## config.mk

```make
export PLATFORM = sky130hd
export DESIGN_NAME = seven_seg_scan_driver
export DESIGN_NICKNAME = d
export VERILOG_FILES = /design/src/rtl/sevseg_pkg.sv /design/src/rtl/sevseg_glyph.sv /design/src/rtl/seven_seg_scan_driver.sv
export SDC_FILE = /design/constraint.sdc
export NUM_CORES = 1
export LEC_CHECK = 0
export ABC_AREA = 1
export CAP_MARGIN = 20
export CORE_UTILIZATION = 34
export DETAILED_ROUTE_END_ITERATION = 6
export HOLD_SLACK_MARGIN = 0.02
export MAX_ROUTING_LAYER = met4
export PLACE_DENSITY = 0.58
export SLEW_MARGIN = 25
export SYNTH_ARGS = -nofsm -noshare
export SYNTH_HDL_FRONTEND = slang
export SYNTH_SLANG_ARGS = --single-unit
```

## constraint.sdc

```tcl
create_clock -name clk -period 4.24 [get_ports clk]
set_input_delay 0.424 -clock clk [delete_from_list [all_inputs] [get_ports clk]]
set_output_delay 0.424 -clock clk [all_outputs]
set_load 0.005 [all_outputs]
```

## src/rtl/sevseg_pkg.sv

```systemverilog
// Shared seven-segment constants: segment bit positions, all-off / all-on
// patterns and the 16-entry glyph table (0-9 then A,b,C,d,E,F).
// Segment vectors are ordered {a,b,c,d,e,f,g}, a in bit 6.
package sevseg_pkg;

    localparam int SEG_W = 7;

    localparam int SEG_A = 6;
    localparam int SEG_B = 5;
    localparam int SEG_C = 4;
    localparam int SEG_D = 3;
    localparam int SEG_E = 2;
    localparam int SEG_F = 1;
    localparam int SEG_G = 0;

    localparam logic [SEG_W-1:0] SEG_OFF = '0;
    localparam logic [SEG_W-1:0] SEG_ALL = '1;

    localparam logic [SEG_W-1:0] GLYPH_ROM [16] = '{
        7'b1111110, // 0
        7'b0110000, // 1
        7'b1101101, // 2
        7'b1111001, // 3
        7'b0110011, // 4
        7'b1011011, // 5
        7'b1011111, // 6
        7'b1110000, // 7
        7'b1111111, // 8
        7'b1111011, // 9
        7'b1110111, // A
        7'b0011111, // b
        7'b1001110, // C
        7'b0111101, // d
        7'b1001111, // E
        7'b1000111  // F
    };

endpackage

```

## src/rtl/sevseg_glyph.sv

```systemverilog
// Combinational 4-bit code to seven-segment glyph decoder.
// With hex_en low, codes 10-15 decode to an unlit digit.
module sevseg_glyph
    import sevseg_pkg::*;
(
    input  logic [3:0]       code,
    input  logic             hex_en,
    output logic [SEG_W-1:0] glyph
);

    // Table lookup, with the hex range blanked when hex glyphs are disabled
    always_comb begin
        glyph = GLYPH_ROM[code];
        if (!hex_en && (code > 4'd9)) begin
            glyph = SEG_OFF;
        end
    end

endmodule

```

## src/rtl/seven_seg_scan_driver.sv

```systemverilog
// Time-multiplexed multi-digit seven-segment driver.
// One digit is driven per scan slot; the first GUARD cycles of every slot keep
// all digit enables low so the segment bus can settle without ghosting.
// New digit codes are staged in a pending register and only copied to the
// display register at a frame boundary, so a frame never mixes old and new data.
// Optional decimal points: define SEVSEG_DP_EN to add dp_in / seg_dp.
module seven_seg_scan_driver
    import sevseg_pkg::*;
#(
    parameter int DIGITS   = 4,
    parameter int PRESCALE = 1000,
    parameter int GUARD    = 2,
    parameter int HEX_EN   = 1
)
(
    input  logic                  clk,
    input  logic                  rst_n,
    input  logic [4*DIGITS-1:0]   digits_in,
    input  logic                  load,
    input  logic                  lzs_en,
    input  logic                  lt_n,
    input  logic                  bi_n,
    output logic [SEG_W-1:0]      seg,
    output logic [DIGITS-1:0]     dig_en,
    output logic                  frame_sync,
    output logic                  all_blank
`ifdef SEVSEG_DP_EN
    ,
    input  logic [DIGITS-1:0]     dp_in,
    output logic                  seg_dp
`endif
);

    localparam int CNT_W = (PRESCALE > 1) ? $clog2(PRESCALE) : 1;
    localparam int IDX_W = (DIGITS > 1) ? $clog2(DIGITS) : 1;

    logic [CNT_W-1:0]    cnt;
    logic [IDX_W-1:0]    idx;
    logic [4*DIGITS-1:0] pending;
    logic [4*DIGITS-1:0] display;
    logic                slot_end;
    logic                frame_end;

    logic [DIGITS-1:0]   suppress;
    logic                zero_run;
    logic [3:0]          cur_code;
    logic                cur_supp;
    logic [DIGITS-1:0]   en_next;
    logic [SEG_W-1:0]    dec_glyph;
    logic [SEG_W-1:0]    seg_next;

    assign slot_end  = (cnt == CNT_W'(PRESCALE - 1));
    assign frame_end = slot_end && (idx == IDX_W'(DIGITS - 1));

    // Slot counter and active digit index
    always_ff @(posedge clk or negedge rst_n) begin
        if (!rst_n) begin
            cnt <= '0;
            idx <= '0;
        end else if (slot_end) begin
            cnt <= '0;
            idx <= (idx == IDX_W'(DIGITS - 1)) ? '0 : idx + IDX_W'(1);
        end else begin
            cnt <= cnt + CNT_W'(1);
        end
    end

    // Double buffer: pending follows load, display only changes at the frame boundary
    always_ff @(posedge clk or negedge rst_n) begin
        if (!rst_n) begin
            pending <= '0;
            display <= '0;
        end else begin
            if (load) begin
                pending <= digits_in;
            end
            if (frame_end) begin
                display <= pending;
            end
        end
    end

    // Leading-zero mask: digit i is hidden when it and every higher digit are zero
    always_comb begin
        zero_run = 1'b1;
        suppress = '0;
        for (int i = DIGITS - 1; i >= 0; i--) begin
            zero_run    = zero_run && (display[4*i +: 4] == 4'd0);
            suppress[i] = lzs_en && (i != 0) && zero_run;
        end
    end

    // Select the current digit's code, mask bit and next enable pattern
    always_comb begin
        cur_code = '0;
        cur_supp = 1'b0;
        en_next  = '0;
        for (int i = 0; i < DIGITS; i++) begin
            if (idx == IDX_W'(i)) begin
                cur_code   = display[4*i +: 4];
                cur_supp   = suppress[i];
                en_next[i] = (cnt >= CNT_W'(GUARD));
            end
        end
    end

    sevseg_glyph u_glyph (
        .code   (cur_code),
        .hex_en (HEX_EN != 0),
        .glyph  (dec_glyph)
    );

    // Glyph priority: blank over lamp test over suppression over decode
    always_comb begin
        seg_next = dec_glyph;
        if (!bi_n) begin
            seg_next = SEG_OFF;
        end else if (!lt_n) begin
            seg_next = SEG_ALL;
        end else if (cur_supp) begin
            seg_next = SEG_OFF;
        end
    end

    // Registered outputs, all one cycle behind the scan state
    always_ff @(posedge clk or negedge rst_n) begin
        if (!rst_n) begin
            seg        <= SEG_OFF;
            dig_en     <= '0;
            frame_sync <= 1'b0;
            all_blank  <= 1'b1;
        end else begin
            seg        <= seg_next;
            dig_en     <= en_next;
            frame_sync <= (cnt == '0) && (idx == '0);
            all_blank  <= (display == '0);
        end
    end

`ifdef SEVSEG_DP_EN
    logic [DIGITS-1:0] pending_dp;
    logic [DIGITS-1:0] display_dp;
    logic              cur_dp;

    // Decimal points share the load and frame-boundary timing of the digit codes
    always_ff @(posedge clk or negedge rst_n) begin
        if (!rst_n) begin
            pending_dp <= '0;
            display_dp <= '0;
        end else begin
            if (load) begin
                pending_dp <= dp_in;
            end
            if (frame_end) begin
                display_dp <= pending_dp;
            end
        end
    end

    // Current digit's decimal point; leading-zero suppression leaves it alone
    always_comb begin
        cur_dp = 1'b0;
        for (int i = 0; i < DIGITS; i++) begin
            if (idx == IDX_W'(i)) begin
                cur_dp = display_dp[i];
            end
        end
    end

    // Registered decimal point with blank and lamp-test overrides
    always_ff @(posedge clk or negedge rst_n) begin
        if (!rst_n) begin
            seg_dp <= 1'b0;
        end else if (!bi_n) begin
            seg_dp <= 1'b0;
        end else if (!lt_n) begin
            seg_dp <= 1'b1;
        end else begin
            seg_dp <= cur_dp;
        end
    end
`endif

endmodule

```

[Word level (Yosys, flattened, before mapping)]
Memories as Yosys holds them, arrays and structs flattened.
Cells that the tools add are included.
Storage, ports and cells
  bits in registers: 57
  memories: 1
  bits in read-only memories: 112
  logic and storage cells: 49
  output and inout port bits: 13
  bits of input ports: 22
Memories
  (name not given): words 16, width 7, rd ports 1, clocked after memory_dff 0, write ports 0, line sevseg_glyph.sv:13  | glyph = GLYPH_ROM[code];
Cells by class
  order comparisons: 2
  add/sub/neg operators: 2
  muxes and demuxes: 18
  bitwise operators: 1
  equal/unequal tests: 4
  reductions and logical operators: 13
Operators by type and width (number)
  2-to-1 mux 7 bit: 5
  logical NOT 16 bit: 1
  2-to-1 mux 4 bit: 4
  logical NOT 4 bit: 3
  adder 10 x 1 -> 10 bit (second input constant): 1
  == test 10 bit (second input constant): 1
  >= comparator 10 x 2 -> 1 bit (second input constant): 1
  logical NOT 10 bit: 1
  2-to-1 mux 10 bit: 1
  logical AND 1 bit: 7
  2-to-1 mux 1 bit: 7
  >= comparator 5 bit (second input constant): 1
  inverter 4 -> 5 bit: 1
  == test 2 bit (second input constant): 2
  adder 2 x 1 -> 2 bit (second input constant): 1
  == test 2 x 1 -> 1 bit (second input constant): 1
  logical NOT 2 bit: 1
  2-to-1 mux 2 bit: 1

[Longest topological paths before layout]
  depth in word-level cells: 12
  gate-level depth with buffers: 15
  gate-level depth less buffers: 15

[Hierarchy]
Synthesis repeated with hierarchy kept, for this count alone.
Unflattened totals
  cells, all modules: 339
  area, all modules: 2909.0 µm²
By module, submodules not included
  seven_seg_scan_driver: seq. area each 1427.6 µm², area each 2606.2 µm², instances 1, cells each 280
  sevseg_glyph: seq. area each 0.0 µm², area each 302.8 µm², instances 1, cells each 59

[Least setup slack after synthesis]
Ideal clock, no wire load.
  path kind: register to register
  from: register idx[0]
  to: register seg[3]
  period minus slack after synthesis: 1.951 ns
  path buffers: 0
  required time: 4.163 ns
  setup slack: 2.289 ns
  library setup time: 0.077 ns
  cell stages (with the launch flop): 13
  arrival time: 1.874 ns
  path through: dfrtp_1 -> inv_1 -> ha_1 -> inv_2 -> nor2_1 -> nor2_1 -> a21boi_1 -> ha_1 -> inv_1 -> nand2_1 -> nand3_1 -> nand3_1 -> a21oi_1
On the way
  longest elaborated chain between the ends: 12
  elaborated cells between the ends (all ways): 18
  classes of those cells: eq/ne: 3; mux: 12; bitwise: 1; reduce/logical: 1; memory: 1
RTL lines
  start, declared: line seven_seg_scan_driver.sv:38  | logic [IDX_W-1:0] idx;
  start signal, assigned: line seven_seg_scan_driver.sv:62  | idx <= (idx == IDX_W'(DIGITS - 1)) ? '0 : idx + IDX_W'(1);
  logical NOT 2 bit: line seven_seg_scan_driver.sv:99  | if (idx == IDX_W'(i)) begin
  2-to-1 mux 4 bit (4 in series): line seven_seg_scan_driver.sv:99
  inverter 4 -> 5 bit (implied by the code): line sevseg_glyph.sv:13
  memory (16 x 7 bit)
  2-to-1 mux 7 bit (implied by the code) (2 in series): line sevseg_glyph.sv:13
  2-to-1 mux 7 bit (*): line seven_seg_scan_driver.sv:120  | end else if (cur_supp) begin
  2-to-1 mux 7 bit (*): line seven_seg_scan_driver.sv:118  | end else if (!lt_n) begin
  2-to-1 mux 7 bit (*): line seven_seg_scan_driver.sv:116  | if (!bi_n) begin
  named net seg_next[3]: line seven_seg_scan_driver.sv:50  | logic [SEG_W-1:0] seg_next;
  end signal, assigned: line seven_seg_scan_driver.sv:133  | seg <= seg_next;
  end, declared: line seven_seg_scan_driver.sv:23  | output logic [SEG_W-1:0] seg,
The timed path passes the listed nets; every way through them passes the cells marked *. The select of a mux whose other input is x is not followed.
A chain may end at the register's enable or synchronous reset.

[Final worst setup path]
Ends and elaborated chain as after synthesis.

==> flow_metrics.env <==
export IMPL_syn_inst=327
export IMPL_start_util_pct=34.9
export IMPL_p_clk_share_pct=47.8
export IMPL_worst_setup_path_type="reg -> reg"
export IMPL_die_h_um=93.6
export IMPL_status="finished clean"
export IMPL_core_um2=8180
export IMPL_synth_nets=362
export IMPL_antenna_found_initial=0
export IMPL_grt_pass1_wl_mm=9.02
export IMPL_synthAdderAreaFrac_pct=5.71
export IMPL_worstHoldPathType="in -> async"
export IMPL_met3_usage_pct=5.61
export IMPL_rsz0062_at_grt="false"
export IMPL_synth_seq_cells=57
export IMPL_n_fill_cell=817
export IMPL_hold_violations=0
export IMPL_intPower_mw=0.951
export IMPL_layout_nets=401
export IMPL_cpPeakStageDelay_ns=0.40
export IMPL_first_global_vias=2009
export IMPL_drtAntennaViolNets=0
export IMPL_synth_simple_gate_area_share_pct=22.0
export IMPL_worst_path_stages=12
export IMPL_cts_root_buffer="clkbuf_8"
export IMPL_slew_viol_final=0
export IMPL_syn_cell_area_um2=2850
export IMPL_use_met2_pct=20.2
export IMPL_ctsResizeCount=0
export IMPL_insertion_delay_ns=0.34
export IMPL_setup_violations_final=0
export IMPL_tightest_slew_ns=0.833
export IMPL_arrival_ns=2.49
export IMPL_reg2regPathDepth=12
export IMPL_wirelength_mm=5.17
export IMPL_drive_gt1_share_pct=15.1
export IMPL_drt_pre_antenna_iters=4
export IMPL_antenna_cells=0
export IMPL_tns_ns=0
export IMPL_comb_power_share_pct=5.3
export IMPL_synth_xor_area_share_pct=0.615
export IMPL_power_density_nw_per_um2=344
export IMPL_grt_usage_pct=13.9
export IMPL_cap_violations=0
export IMPL_path_cells="inv_1, ha_1, inv_2, nor2_1, nor2_1, a21boi_1, ha_1, inv_1, nand2_1, nand3_1, nand3_1, a21oi_1"
export IMPL_drt_iter0_markers=104
export IMPL_cts_buffers=9
export IMPL_leakage_nw=1.71
export IMPL_post_cts_buffers=0
export IMPL_ys_seq_area_share_pct=50.1
export IMPL_start_kind="flip-flop"
export IMPL_cp_max_fo=7
export IMPL_synth_area_mux_share_pct=0
export IMPL_finalClockSkew_ns=0.00640
export IMPL_power_share_switching_pct=21.1
export IMPL_num_rows=33
export IMPL_synth_top_family_by_area="simple AND/OR/NAND/NOR gates"
export IMPL_cts_tree="done"
export IMPL_vias_per_cell=4.57
export IMPL_cts_htree_levels=3
export IMPL_dieArea_um2=8750
export IMPL_synth_cell_types=28
export IMPL_end_kind="flip-flop"
export IMPL_seq_area_um2=1430
export IMPL_syn_to_final_growth_pct=22.8
export IMPL_cp_required_ns=4.51
export IMPL_p_seq_share_pct=46.9
export IMPL_multi_input_area_um2=1180
export IMPL_use_met1_pct=17.6
export IMPL_grt_max_degree=58
export IMPL_io_buffers=34
export IMPL_route_detailed_drc=0
export IMPL_gp_congestion=0.842
export IMPL_clockBufferDepth=2
export IMPL_routedWlPerCell_um=10.9
export IMPL_fin_crit_ns=2.23
export IMPL_yosysWarnings=0
export IMPL_cts_sink_count=57
export IMPL_slew_headroom_pct=44.3
export IMPL_synth_compound_area_share_pct=13.3
export IMPL_grt_busiest_layer="met2"
export IMPL_io_pins=35
export IMPL_dp_hpwl_mm=3.71
export IMPL_period_share_pct=52.5
export IMPL_gr_total_overflow=0
export IMPL_worst_path_dominant_cell_family="adder cells"
export IMPL_cp_num_buf_inv=3
export IMPL_power_switching_mw=0.254
export IMPL_hold_slack_ns=0.205
export IMPL_die_x_um=93.6
export IMPL_hold_buffers=0
export IMPL_fmax_mhz=449
export IMPL_clk_pin_slew_ns=0.06
export IMPL_crit_slowest_cell="dfrtp_1"
export IMPL_peakVddDrop_mv=0.176
export IMPL_avgSynthCellArea_um2=8.72
export IMPL_vias=2173
==> cells by family (layout without fill, tap and decap cells) <==
| family | after synthesis | count (layout) |
|---|---|---|
| AO/OA/AOI/OAI | 61 | 61 |
| XOR/XNOR | 2 | 2 |
| adder cells (fa/ha/maj) | 13 | 13 |
| buffers and inverters | 56 | 100 |
| flip-flops | 57 | 57 |
| AND/OR/NAND/NOR | 138 | 138 |
==> power by group through the flow <==
stage	sequential, mW	combinational [mW]	clock [mW]
floorplan	0.575	0.0222	0
global placement	0.574	0.0651	0
detailed placement	0.575	0.0658	0
CTS	0.565	0.0661	0.595
global route	0.566	0.0739	0.621
finish	0.565	0.0640	0.576
==> layer usage <==
| metal | vias to the layer above | part of all wire [%] |
|---|---|---|
| li1 | 1125 | - |
| met1 | 981 | 50 |
| met2 | 63 | 43 |
| met3 | 4 | 6.1 |
| met4 | 0 | 0.70 |
| met5 | - | 0 |
==> stage by stage <==
stage               cell area (um2)  power [mW]  setup WS (ns)  utilization [%]  cells
floorplan                      2850       0.597           2.29                -    327
global placement               3270       0.639           2.12             40.0    460
detailed placement             3270       0.641           2.02             40.0    460
CTS                            3500        1.23           2.01             42.8    476
global route                   3500        1.26           1.76             42.8    476
finish                         3500        1.21           2.01             42.8    476
==> cell usage after synthesis <==
cell type | instances | area share [%]
nand2_1 | 72 | 9.5
dfrtp_1 | 56 | 49
inv_1 | 46 | 6.1
o21ai_0 | 22 | 3.9
nand3_1 | 21 | 3.7
a21oi_1 | 18 | 3.2
nor2_1 | 17 | 2.2
o21ai_2 | 17 | 5.2
nand2_2 | 14 | 3.1
ha_1 | 13 | 5.7
nor4_1 | 5 | 1.1
nor3_1 | 4 | 0.70
buf_6 | 3 | 1.2
clkbuf_1 | 3 | 0.40
inv_2 | 2 | 0.26
xor2_1 | 2 | 0.61
a211oi_1 | 1 | 0.26
a21boi_1 | 1 | 0.26
a31oi_1 | 1 | 0.22
buf_4 | 1 | 0.26
clkinv_2 | 1 | 0.18
dfstp_2 | 1 | 0.92
nand2_4 | 1 | 0.40
nand3_2 | 1 | 0.35
nor3b_1 | 1 | 0.26
nor4_2 | 1 | 0.44
o211ai_1 | 1 | 0.26
or4_1 | 1 | 0.26
==> final timing paths <==
kind,slack [ns],endpoint,from
max,2.01,seg[3]$_DFF_PN0_,idx[0]$_DFFE_PN0N_
min,0.20,pending[3]$_DFFE_PN0P_,rst_n
max reg2reg,2.01,seg[3]$_DFF_PN0_,idx[0]$_DFFE_PN0N_
min reg2reg,0.49,display[13]$_DFFE_PN0P_,display[13]$_DFFE_PN0P_
max in group asynchronous,3.55,seg[1]$_DFF_PN0_,rst_n
min in group clk,0.49,display[13]$_DFFE_PN0P_,display[13]$_DFFE_PN0P_
==> sequential cells by signal (all words and copies together) (netlist names) <==
| register | cells |
|---|---|
| display | 16 |
| pending | 16 |
| cnt | 10 |
| seg | 7 |
| dig_en | 4 |
| idx | 2 |
| all_blank | 1 |
| frame_sync | 1 |
==> cells in the final DEF (no fill, tap or decap) <==
master            n
o21ai_2          17
a21boi_1          1
a31oi_1           1
inv_2             2
a211oi_1          1
nor3_1            4
xor2_1            2
clkbuf_8         11
nor4_1            5
dfrtp_1          56
ha_1             13
nor4_2            1
inv_1            46
nand3_2           1
dfstp_2           1
or4_1             1
o21ai_0          22
nand2_2          14
buf_4             1
nand2_4           1
nand3_1          21
bufinv_16         2
nand2_1          72
nor2_1           17
clkdlybuf4s50_1  33
clkinvlp_4        1
o211ai_1          1
buf_2             1
clkinv_2          3
a21oi_1          18
nor3b_1           1
==> final cells by class <==
cell class / count / share of cell area, %
Clock inverter: 5 / 2.22
Tap cell: 105 / 3.75
Timing Repair Buffer: 35 / 9.79
Multi-Input combinational cell: 214 / 33.8
Clock buffer: 11 / 4.32
Sequential cell: 57 / 40.8
Inverter: 49 / 5.29
(Power assumes the default switching activity.)
